--- src/rtl/mult_div_pkg.sv ---
// Shared constants for the multicycle signed multiply/divide unit:
// FSM state encodings, operation codes and the iteration counter width.
package mult_div_pkg;

  localparam int DEF_DATA_W = 32;
  localparam int CNT_W      = $clog2(DEF_DATA_W);

  localparam logic [1:0] IDLE     = 2'd0;
  localparam logic [1:0] MULT_RUN = 2'd1;
  localparam logic [1:0] DIV_RUN  = 2'd2;
  localparam logic [1:0] FINISH   = 2'd3;

  localparam logic OP_MULT = 1'b0;
  localparam logic OP_DIV  = 1'b1;

endpackage

--- src/rtl/mult_div_unit_if.sv ---
// Request/result bundle between the control unit/datapath (master) and the
// multiply/divide unit (slave).
interface mult_div_unit_if
  import mult_div_pkg::*;
#(
  parameter int DATA_W = DEF_DATA_W
);

  logic              start;
  logic              op;
  logic [DATA_W-1:0] a;
  logic [DATA_W-1:0] b;
  logic              busy;
  logic              done;
  logic              div_zero;
  logic [DATA_W-1:0] hi;
  logic [DATA_W-1:0] lo;

  modport master (
    output start, op, a, b,
    input  busy, done, div_zero, hi, lo
  );

  modport slave (
    input  start, op, a, b,
    output busy, done, div_zero, hi, lo
  );

endinterface

--- src/rtl/mult_div_unit_div_step.sv ---
// One restoring-division step on magnitudes: trial-subtract the divisor from
// the shifted partial remainder and keep the difference only if it is non-negative.
module div_step #(
  parameter int DATA_W = 32
) (
  input  logic [DATA_W:0]   part_rem,
  input  logic [DATA_W-1:0] divisor,
  output logic [DATA_W-1:0] next_rem,
  output logic              q_bit
);

  // The remainder stays below the divisor, so a successful subtraction fits in DATA_W bits.
  always_comb begin
    q_bit    = (part_rem >= {1'b0, divisor});
    next_rem = q_bit ? DATA_W'(part_rem - {1'b0, divisor}) : part_rem[DATA_W-1:0];
  end

endmodule

--- src/rtl/mult_div_unit.sv ---
// Multicycle signed MULT (radix-2 Booth) / DIV (restoring, on magnitudes) unit
// producing the Hi/Lo pair; one iteration per clock, DATA_W iterations per operation.
module mult_div_unit
  import mult_div_pkg::*;
#(
  parameter int DATA_W = DEF_DATA_W
) (
  input  logic           clk,
  input  logic           reset,
  mult_div_unit_if.slave bus
);

  localparam logic [CNT_W-1:0] LAST_CNT = CNT_W'(DATA_W - 1);

  logic [1:0]        state;
  logic [CNT_W-1:0]  cnt;
  logic              dz_flag;

  logic [DATA_W-1:0] mcand;
  logic [DATA_W:0]   acc;
  logic [DATA_W-1:0] mplier;
  logic              booth_bit;

  logic [DATA_W-1:0] divisor;
  logic [DATA_W-1:0] dq;
  logic [DATA_W-1:0] rem;
  logic              neg_quo;
  logic              neg_rem;

  logic [DATA_W-1:0] hi;
  logic [DATA_W-1:0] lo;

  logic [DATA_W:0]     mcand_ext;
  logic [DATA_W:0]     booth_sum;
  logic [DATA_W:0]     acc_next;
  logic [DATA_W-1:0]   mplier_next;
  logic [2*DATA_W-1:0] product;

  logic [DATA_W:0]   part_rem;
  logic [DATA_W-1:0] rem_next;
  logic              q_bit;
  logic [DATA_W-1:0] quo_next;

  logic [DATA_W-1:0] a_mag;
  logic [DATA_W-1:0] b_mag;

  // The accumulator carries one guard bit so that subtracting the most
  // negative multiplicand cannot overflow before the arithmetic shift.
  always_comb begin
    mcand_ext = {mcand[DATA_W-1], mcand};
    case ({mplier[0], booth_bit})
      2'b01:   booth_sum = acc + mcand_ext;
      2'b10:   booth_sum = acc - mcand_ext;
      default: booth_sum = acc;
    endcase
    acc_next    = {booth_sum[DATA_W], booth_sum[DATA_W:1]};
    mplier_next = {booth_sum[0], mplier[DATA_W-1:1]};
    product     = {acc_next[DATA_W-1:0], mplier_next};
  end

  assign part_rem = {rem, dq[DATA_W-1]};
  assign quo_next = {dq[DATA_W-2:0], q_bit};

  div_step #(
    .DATA_W (DATA_W)
  ) u_div_step (
    .part_rem (part_rem),
    .divisor  (divisor),
    .next_rem (rem_next),
    .q_bit    (q_bit)
  );

  assign a_mag = bus.a[DATA_W-1] ? -bus.a : bus.a;
  assign b_mag = bus.b[DATA_W-1] ? -bus.b : bus.b;

  // Hi/Lo are loaded on the edge entering FINISH so they are already valid
  // while Done is high; a div-by-zero request leaves them untouched.
  always_ff @(posedge clk) begin
    if (reset) begin
      state     <= IDLE;
      cnt       <= '0;
      dz_flag   <= 1'b0;
      mcand     <= '0;
      acc       <= '0;
      mplier    <= '0;
      booth_bit <= 1'b0;
      divisor   <= '0;
      dq        <= '0;
      rem       <= '0;
      neg_quo   <= 1'b0;
      neg_rem   <= 1'b0;
      hi        <= '0;
      lo        <= '0;
    end else begin
      case (state)
        IDLE: begin
          if (bus.start) begin
            cnt <= '0;
            case (bus.op)
              OP_MULT: begin
                mcand     <= bus.a;
                mplier    <= bus.b;
                acc       <= '0;
                booth_bit <= 1'b0;
                state     <= MULT_RUN;
              end
              OP_DIV: begin
                if (bus.b == '0) begin
                  dz_flag <= 1'b1;
                  state   <= FINISH;
                end else begin
                  rem     <= '0;
                  dq      <= a_mag;
                  divisor <= b_mag;
                  neg_rem <= bus.a[DATA_W-1];
                  neg_quo <= bus.a[DATA_W-1] ^ bus.b[DATA_W-1];
                  state   <= DIV_RUN;
                end
              end
              default: state <= IDLE;
            endcase
          end
        end

        MULT_RUN: begin
          acc       <= acc_next;
          mplier    <= mplier_next;
          booth_bit <= mplier[0];
          cnt       <= cnt + 1'b1;
          if (cnt == LAST_CNT) begin
            hi    <= product[2*DATA_W-1:DATA_W];
            lo    <= product[DATA_W-1:0];
            state <= FINISH;
          end
        end

        // Truncating signed division: quotient sign from sign(A)^sign(B),
        // remainder sign from the dividend.
        DIV_RUN: begin
          rem <= rem_next;
          dq  <= quo_next;
          cnt <= cnt + 1'b1;
          if (cnt == LAST_CNT) begin
            hi    <= neg_rem ? -rem_next : rem_next;
            lo    <= neg_quo ? -quo_next : quo_next;
            state <= FINISH;
          end
        end

        FINISH: begin
          dz_flag <= 1'b0;
          state   <= IDLE;
        end

        default: state <= IDLE;
      endcase
    end
  end

  assign bus.busy     = (state != IDLE);
  assign bus.done     = (state == FINISH);
  assign bus.div_zero = (state == FINISH) && dz_flag;
  assign bus.hi       = hi;
  assign bus.lo       = lo;

endmodule
--- src/flat_wrapper.sv ---
// flat-port wrapper written by rule: the top's interface ports become plain ports
module mult_div_unit_flat import mult_div_pkg::*;
#(
  parameter int DATA_W = DEF_DATA_W
)
  (clk, reset, bus_start, bus_op, bus_a, bus_b, bus_busy, bus_done, bus_div_zero, bus_hi, bus_lo);
  mult_div_unit_if #(.DATA_W(DATA_W)) bus_i ();
  input  logic clk;
  input  logic reset;
  input wire logic [$bits(bus_i.start)-1:0] bus_start;
  input wire logic [$bits(bus_i.op)-1:0] bus_op;
  input wire logic [$bits(bus_i.a)-1:0] bus_a;
  input wire logic [$bits(bus_i.b)-1:0] bus_b;
  output wire logic [$bits(bus_i.busy)-1:0] bus_busy;
  output wire logic [$bits(bus_i.done)-1:0] bus_done;
  output wire logic [$bits(bus_i.div_zero)-1:0] bus_div_zero;
  output wire logic [$bits(bus_i.hi)-1:0] bus_hi;
  output wire logic [$bits(bus_i.lo)-1:0] bus_lo;
  assign bus_i.start = bus_start;
  assign bus_i.op = bus_op;
  assign bus_i.a = bus_a;
  assign bus_i.b = bus_b;
  assign bus_busy = bus_i.busy;
  assign bus_done = bus_i.done;
  assign bus_div_zero = bus_i.div_zero;
  assign bus_hi = bus_i.hi;
  assign bus_lo = bus_i.lo;
  mult_div_unit #(.DATA_W(DATA_W)) u_core (.clk(clk), .reset(reset), .bus(bus_i));
endmodule
--- config.mk ---
export PLATFORM = sky130hd
export DESIGN_NAME = mult_div_unit_flat
export DESIGN_NICKNAME = d
export VERILOG_FILES = /design/src/rtl/mult_div_pkg.sv /design/src/rtl/mult_div_unit_if.sv /design/src/rtl/mult_div_unit_div_step.sv /design/src/rtl/mult_div_unit.sv /design/src/flat_wrapper.sv
export SDC_FILE = /design/constraint.sdc
export NUM_CORES = 1
export LEC_CHECK = 0
export CAP_MARGIN = 20
export CORE_UTILIZATION = 40
export CTS_CLUSTER_SIZE = 24
export DETAILED_ROUTE_END_ITERATION = 10
export PLACE_DENSITY_LB_ADDON = 0.3
export SLEW_MARGIN = 20
export SYNTH_ARGS = -nofsm -noshare
export SYNTH_HDL_FRONTEND = slang
export SYNTH_SLANG_ARGS = --single-unit
--- constraint.sdc ---
create_clock -name clk -period 4.8 [get_ports clk]
set_input_delay 0.96 -clock clk [delete_from_list [all_inputs] [get_ports clk]]
set_output_delay 0.96 -clock clk [all_outputs]
set_load 0.01 [all_outputs]
### After elaboration in Yosys (flattened, before gate mapping)

Index checks and enable logic that the tools add are counted.

| cells by class | value |
|---|---|
| add/sub/neg operators | 8 |
| order comparisons | 1 |
| eq/ne operators | 14 |
| multiplexer cells | 40 |
| bitwise operators | 3 |
| reduce and logical (&&, ||, !) cells | 18 |

Operators by type and width:

| cell | number |
|---|---|
| $mux 32 | 17 |
| $pmux 32 s2 | 5 |
| $pmux 33 s2 | 2 |
| $neg 32->32 | 4 |
| $mux 33 | 2 |
| $add 33x33->33 | 1 |
| $ge 33x32->1 | 1 |
| $sub 33x33->33 | 1 |
| $logic_not 32->1 | 1 |
| $sub 32x32->32 | 1 |
| $reduce_and 4->1 | 3 |
| $reduce_bool 2->1 | 6 |
| $pmux 5 s2 | 1 |
| $reduce_and 3->1 | 3 |
| $ne 2x1->1 const B | 4 |
| $ne 2x2->1 const B | 4 |
| $eq 2x2->1 const B | 3 |
| $mux 1 | 6 |
| $pmux 2 s3 | 1 |
| $add 5x1->5 const B | 1 |
| $eq 5x5->1 const B | 1 |
| $mux 5 | 1 |
| $eq 2x1->1 const B | 2 |
| $mux 2 | 2 |
| 8 further kinds | 11 |

| storage, ports and cells | value |
|---|---|
| bits in registers | 268 |
| output and inout port bits | 67 |
| logic and storage cells | 98 |

### Longest topological paths before layout

| logic depth | value |
|---|---|
| depth after elaboration | 6 |
| gate-level depth with buffers | 27 |
| mapped depth without buffers | 21 |

### Hierarchy

A second synthesis with hierarchy kept.

| unflattened totals | value |
|---|---|
| cell total of the unflattened synthesis | 2367 |
| area total of the unflattened synthesis | 18258.8 sq um |

By module, submodules not included:

| module | instances | cells an instance | area an instance (sq um) |
|---|---|---|---|
| mult_div_unit | 1 | 2044 | 15927.8 |
| div_step | 1 | 323 | 2331.0 |

### Least setup slack after synthesis

Ideal clock, no wire load.

| timing path | value |
|---|---|
| path type | reg2reg |
| start point | register u_core.divisor[27] |
| end point | register u_core.hi[22], in the netlist u_core.bus.hi[22] |
| arrival | 4.727 ns |
| required time | 4.683 ns |
| setup slack | -0.044 ns |
| stages on the path, launching flop included | 22 |
| buffers on the path | 4 |
| path through | dfxtp_1 > inv_1 > ha_1 > and3_4 > nand3_2 > or4_4 > o21bai_4 > and2_4 > buf_6 > nand2_4 > buf_4 > buf_2 > buf_2 > mux2i_1 > ha_1 > nand4_1 > nor4_1 > a41oi_1 > o31ai_1 > xnor2_1 > mux2_2 > a22o_1 |

| on the way | value |
|---|---|
| word-level cells in the longest chain between the ends | 6 |

Ends and longest elaborated chain:

| element | RTL line | text |
|---|---|---|
| start: declaration | mult_div_unit.sv:24 | `logic [DATA_W-1:0] divisor;` |
| start signal: assignment | mult_div_unit.sv:114 | `divisor <= b_mag;` |
| $ge 33x32->1 * | mult_div_unit_div_step.sv:14 | `q_bit = (part_rem >= {1'b0, divisor});` |
| $mux 32 * | mult_div_unit_div_step.sv:15 | `next_rem = q_bit ? DATA_W'(part_rem - {1'b0, divisor}) : part_rem[DATA_W-1:0];` |
| $neg 32->32 | mult_div_unit.sv:144 | `hi <= neg_rem ? -rem_next : rem_next;` |
| $mux 32 * | mult_div_unit.sv:144 |  |
| $mux 32 * | mult_div_unit.sv:143 | `if (cnt == LAST_CNT) begin` |
| $pmux 32 s2 * | mult_div_unit.sv:95 | `case (state)` |
| end signal: assignment | mult_div_unit.sv:131 | `hi <= product[2*DATA_W-1:DATA_W];` |
| end signal: assignment | mult_div_unit.sv:144 |  |
| end: declaration | mult_div_unit.sv:30 | `logic [DATA_W-1:0] hi;` |

Every way passes the cells marked *; elsewhere a longest branch is shown, timed or not. The select of a mux whose other input is x is not followed.
A chain may end at the register's enable or synchronous reset.

### Worst setup path after layout

| timing path | value |
|---|---|
| start point | register u_core.rem[12] |
| end point | register u_core.hi[30], in the netlist u_core.bus.hi[30] |

| on the way | value |
|---|---|
| word-level cells in the longest chain between the ends | 6 |
| elaborated cells between the ends (all ways) | 7 |
| those cells by class | 2 x add/sub; 1 x order compare; 4 x mux |

Ends and longest elaborated chain:

| element | RTL line | text |
|---|---|---|
| start: declaration | mult_div_unit.sv:26 | `logic [DATA_W-1:0] rem;` |
| start signal: assignment | mult_div_unit.sv:140 | `rem <= rem_next;` |
| $sub 32x32->32 / $ge 33x32->1 (equally long branches) | mult_div_unit_div_step.sv:15, mult_div_unit_div_step.sv:14 |  |
| $mux 32 * | mult_div_unit_div_step.sv:15 |  |
| $neg 32->32 | mult_div_unit.sv:144 |  |
| $mux 32 * | mult_div_unit.sv:144 |  |
| $mux 32 * | mult_div_unit.sv:143 |  |
| $pmux 32 s2 * | mult_div_unit.sv:95 |  |

Marks and branches as above.

==> results.json <==
{
  "fin_crit_sh": 0.961,
  "synthArstFlopShare": 0,
  "cts.repair.resized": 0,
  "fillers": 4515,
  "arrival_ps": 5030,
  "core_sq_mm": 0.0456,
  "rsz0062_at_grt": "true",
  "worstMarginPinSlew_ps": 1060,
  "diodes": 0,
  "power_frac_clock": 0.207,
  "initial_core_util": 0.407,
  "drt_iter0_drc": 1592,
  "finalMaxSlewViolations": 0,
  "ant_nets": 0,
  "clk_latency_ps": 570,
  "multi_input_area_sq_mm": 0.0124,
  "synth.largest_area_cell": "dfxtp_1",
  "yosysUniqueCellTypes": 90,
  "synth_area_sq_mm": 0.0186,
  "seqCellArea_sq_mm": 0.00535,
  "grt_max_degree": 163,
  "placed_cells": 3099,
  "cts_tree": "done",
  "hold_path_depth": 2,
  "path_max_fanout": 8,
  "outcome": "completed",
  "required_ps": 5210,
  "pwr-share-seq": 0.244,
  "final_core_util": 0.476,
  "top_layer": "met5",
  "crit_path_end_kind": "flip-flop",
  "place.gp.congestion": 0.960,
  "grt_pass1_wl_um": 97100,
  "met2WireLength_um": 29300,
  "pin_count": 135,
  "r2r-end": "u_core.bus.hi[30]",
  "grt_pass1_vias": 17000,
  "drtPass1Iterations": 5,
  "startpoint": "u_core.rem[12]",
  "met3WireLength_um": 3880,
  "finClkSkew_ps": 23.9,
  "syn_avg_cell_area_sq_um": 7.53,
  "drive_gt1_frac": 0.0691,
  "cts_buffers": 34,
  "vias": 18500,
  "die_h_um": 217,
  "cts_setup_buffers": 0,
  "internal_power_mw": 6.55,
  "r2r_cells": 17,
  "yosysMostFrequentCell": "nor2_1",
  "comb_power_share": 0.549,
  "place_ws_ps": 169,
  "finalHoldViolCount": 0,
  "ir_worst_vdd_v": 0.000320,
  "dp_hpwl_um": 48100,
  "viasPerCell": 5.84,
  "p_sw_frac": 0.462,
  "grt_overflow": 0,
  "drt-total-wl_um": 63700,
  "cellLeakagePower_nw": 7.97,
  "path_clk_slew_ps": 60,
  "dpl_cell_area_sq_mm": 0.0205,
  "synth_nets": 2613,
  "cts_num_sinks": 267,
  "fin_cells": 3161,
  "clockBufferDepth": 3,
  "port_buffers": 134,
  "drc": 0,
  "h-tree-depth": 2,
  "clock.fmax_mhz": 217,
  "track_usage": 0.262,
  "dieArea_sq_mm": 0.0473,
  "holdPathEnd": "u_core.acc[0]",
  "min_period_ps": 4610,
  "rows": 78,
  "power.switching_mw": 5.63,
  "synth_top_area_share": 0.288,
  "avgRoutedWirePerCell_um": 20.2,
  "final-setup-viol-count": 0,
  "netlist_top_cells_count": "nor2_1 (313), nand2_1 (293), dfxtp_1 (267), a21oi_1 (204), clkbuf_1 (127)",
  "yosys_warnings": 0,
  "power.density_mw_per_mm2": 561,
  "synth_edf_count": 0,
  "slew_headroom": 0.294,
  "ys_seq_area_frac": 0.288,
  "area_growth_pct": 16.8,
  "setup.worst_path.start_class": "flip-flop",
  "finalNetCount": 2682,
  "ys_seq_elements": 267,
  "ff2ff_setup_slack_ps": 190,
  "syn_inst": 2467,
  "yosys-top-cells-area": "dfxtp_1 (29%), nor2_1 (6.3%), nand2_1 (5.9%), a21oi_1 (5.5%), ha_1 (5.1%)",
  "maxCapViolCount": 0,
  "wl_met1_um": 28800,
  "stdcell_area_sq_mm": 0.0217,
  "worstHoldPathType": "flip-flop to flip-flop",
  "root_buffer": "clkbuf_16",
  "synth-main-ff-cell": "dfxtp_1",
  "holdBufCountCts": 0,
  "min_from": "u_core.acc[0]",
  "fin_ws_ps": 187,
  "die_w_um": 217,
  "reg2reg_from": "u_core.rem[12]",
  "antenna_found_initial": 1,
  "crit_type": "flip-flop to flip-flop"
}
## worst max-delay path: stages, from the launching register on
cell	delay, ps
dfxtp_1	390
ha_1	480
nand4_1	250
nor3_2	400
and3_1	270
a21oi_1	110
and2_4	180
nand2_4	140
mux2i_1	280
ha_1	230
nand4_1	150
buf_4	210
nor4_1	430
a41o_1	250
o21ai_1	120
o31ai_1	270
xor2_1	200
o22ai_1	90
## layout by cell type, fill, tap and decap left out, types with 65 or more instances in the layout
master           netlist  routed
o21ai_0              125     123
a211oi_1             121     120
nand2_1              293     293
mux2i_1               65      65
xnor2_1               85      85
a21oi_1              204     202
clkdlybuf4s50_1        0     133
inv_1                 80      80
dfxtp_1              267     267
ha_1                  76      74
nor2_1               313     311
xor2_1               102     102
## worst max path at each step
stage	end	slack, ps
floorplan	u_core.bus.hi[22]	7
global placement	u_core.dq[31]	230
CTS	u_core.bus.hi[30]	110
global route	u_core.bus.hi[30]	-20
finish	u_core.bus.hi[30]	190
detailed placement	u_core.acc[25]	170
## power by group through the flow
stage                     clock, mW  combinational, mW  sequential (mW)
after global routing           2.67               7.28             3.01
after floorplan                   0               4.58             2.92
final                          2.52               6.68             2.97
after detailed placement          0               6.54             3.01
after CTS                      2.58               6.57             2.96
after global placement            0               6.47             3.00
## kinds of logic (layout without fill, tap and decap cells)
logic type | Yosys count | count (layout) | share of synthesized area
compound gates | 728 | 728 | 0.257
buf+inv | 238 | 332 | 0.0498
simple gates | 885 | 885 | 0.218
fa+ha+maj | 78 | 78 | 0.0534
mux | 84 | 84 | 0.0466
xor+xnor | 187 | 187 | 0.0882
flops | 267 | 267 | 0.288
## final cells by class
| class | instances | area share |
|---|---|---|
| Sequential cell | 267 | 0.246 |
| Timing Repair Buffer | 188 | 0.0822 |
| Multi-Input combinational cell | 1962 | 0.572 |
| Clock buffer | 47 | 0.0442 |
| Inverter | 83 | 0.0144 |
| Tap cell | 600 | 0.0346 |
| Clock inverter | 14 | 0.00611 |
## routing by layer
metal  global-route usage  vias up
li1                     -     9046
met1                0.353     8716
met2                0.429      592
met3               0.0393      100
met4               0.0784        2
met5                    0        -
## flip-flops by register name, indices dropped and copies added (netlist names)
name,cells
u_core.mplier,32
u_core.neg_rem,1
u_core.rem,32
u_core.dz_flag,1
u_core.state,2
u_core.bus.hi,32
u_core.divisor,32
u_core.mcand,32
u_core.bus.lo,32
u_core.booth_bit,1
u_core.neg_quo,1
u_core.acc,32
u_core.cnt,5
u_core.dq,32
## per-stage QoR
step,hold WS (ps),setup TNS [ps],power [mW]
floorplan,432,0,7.49
global placement,440,0,9.47
finish,457,0,12.2
global route,487,-32.0,13.0
detailed placement,450,0,9.55
CTS,458,0,12.1
Power figures use the tool's default switching activity.
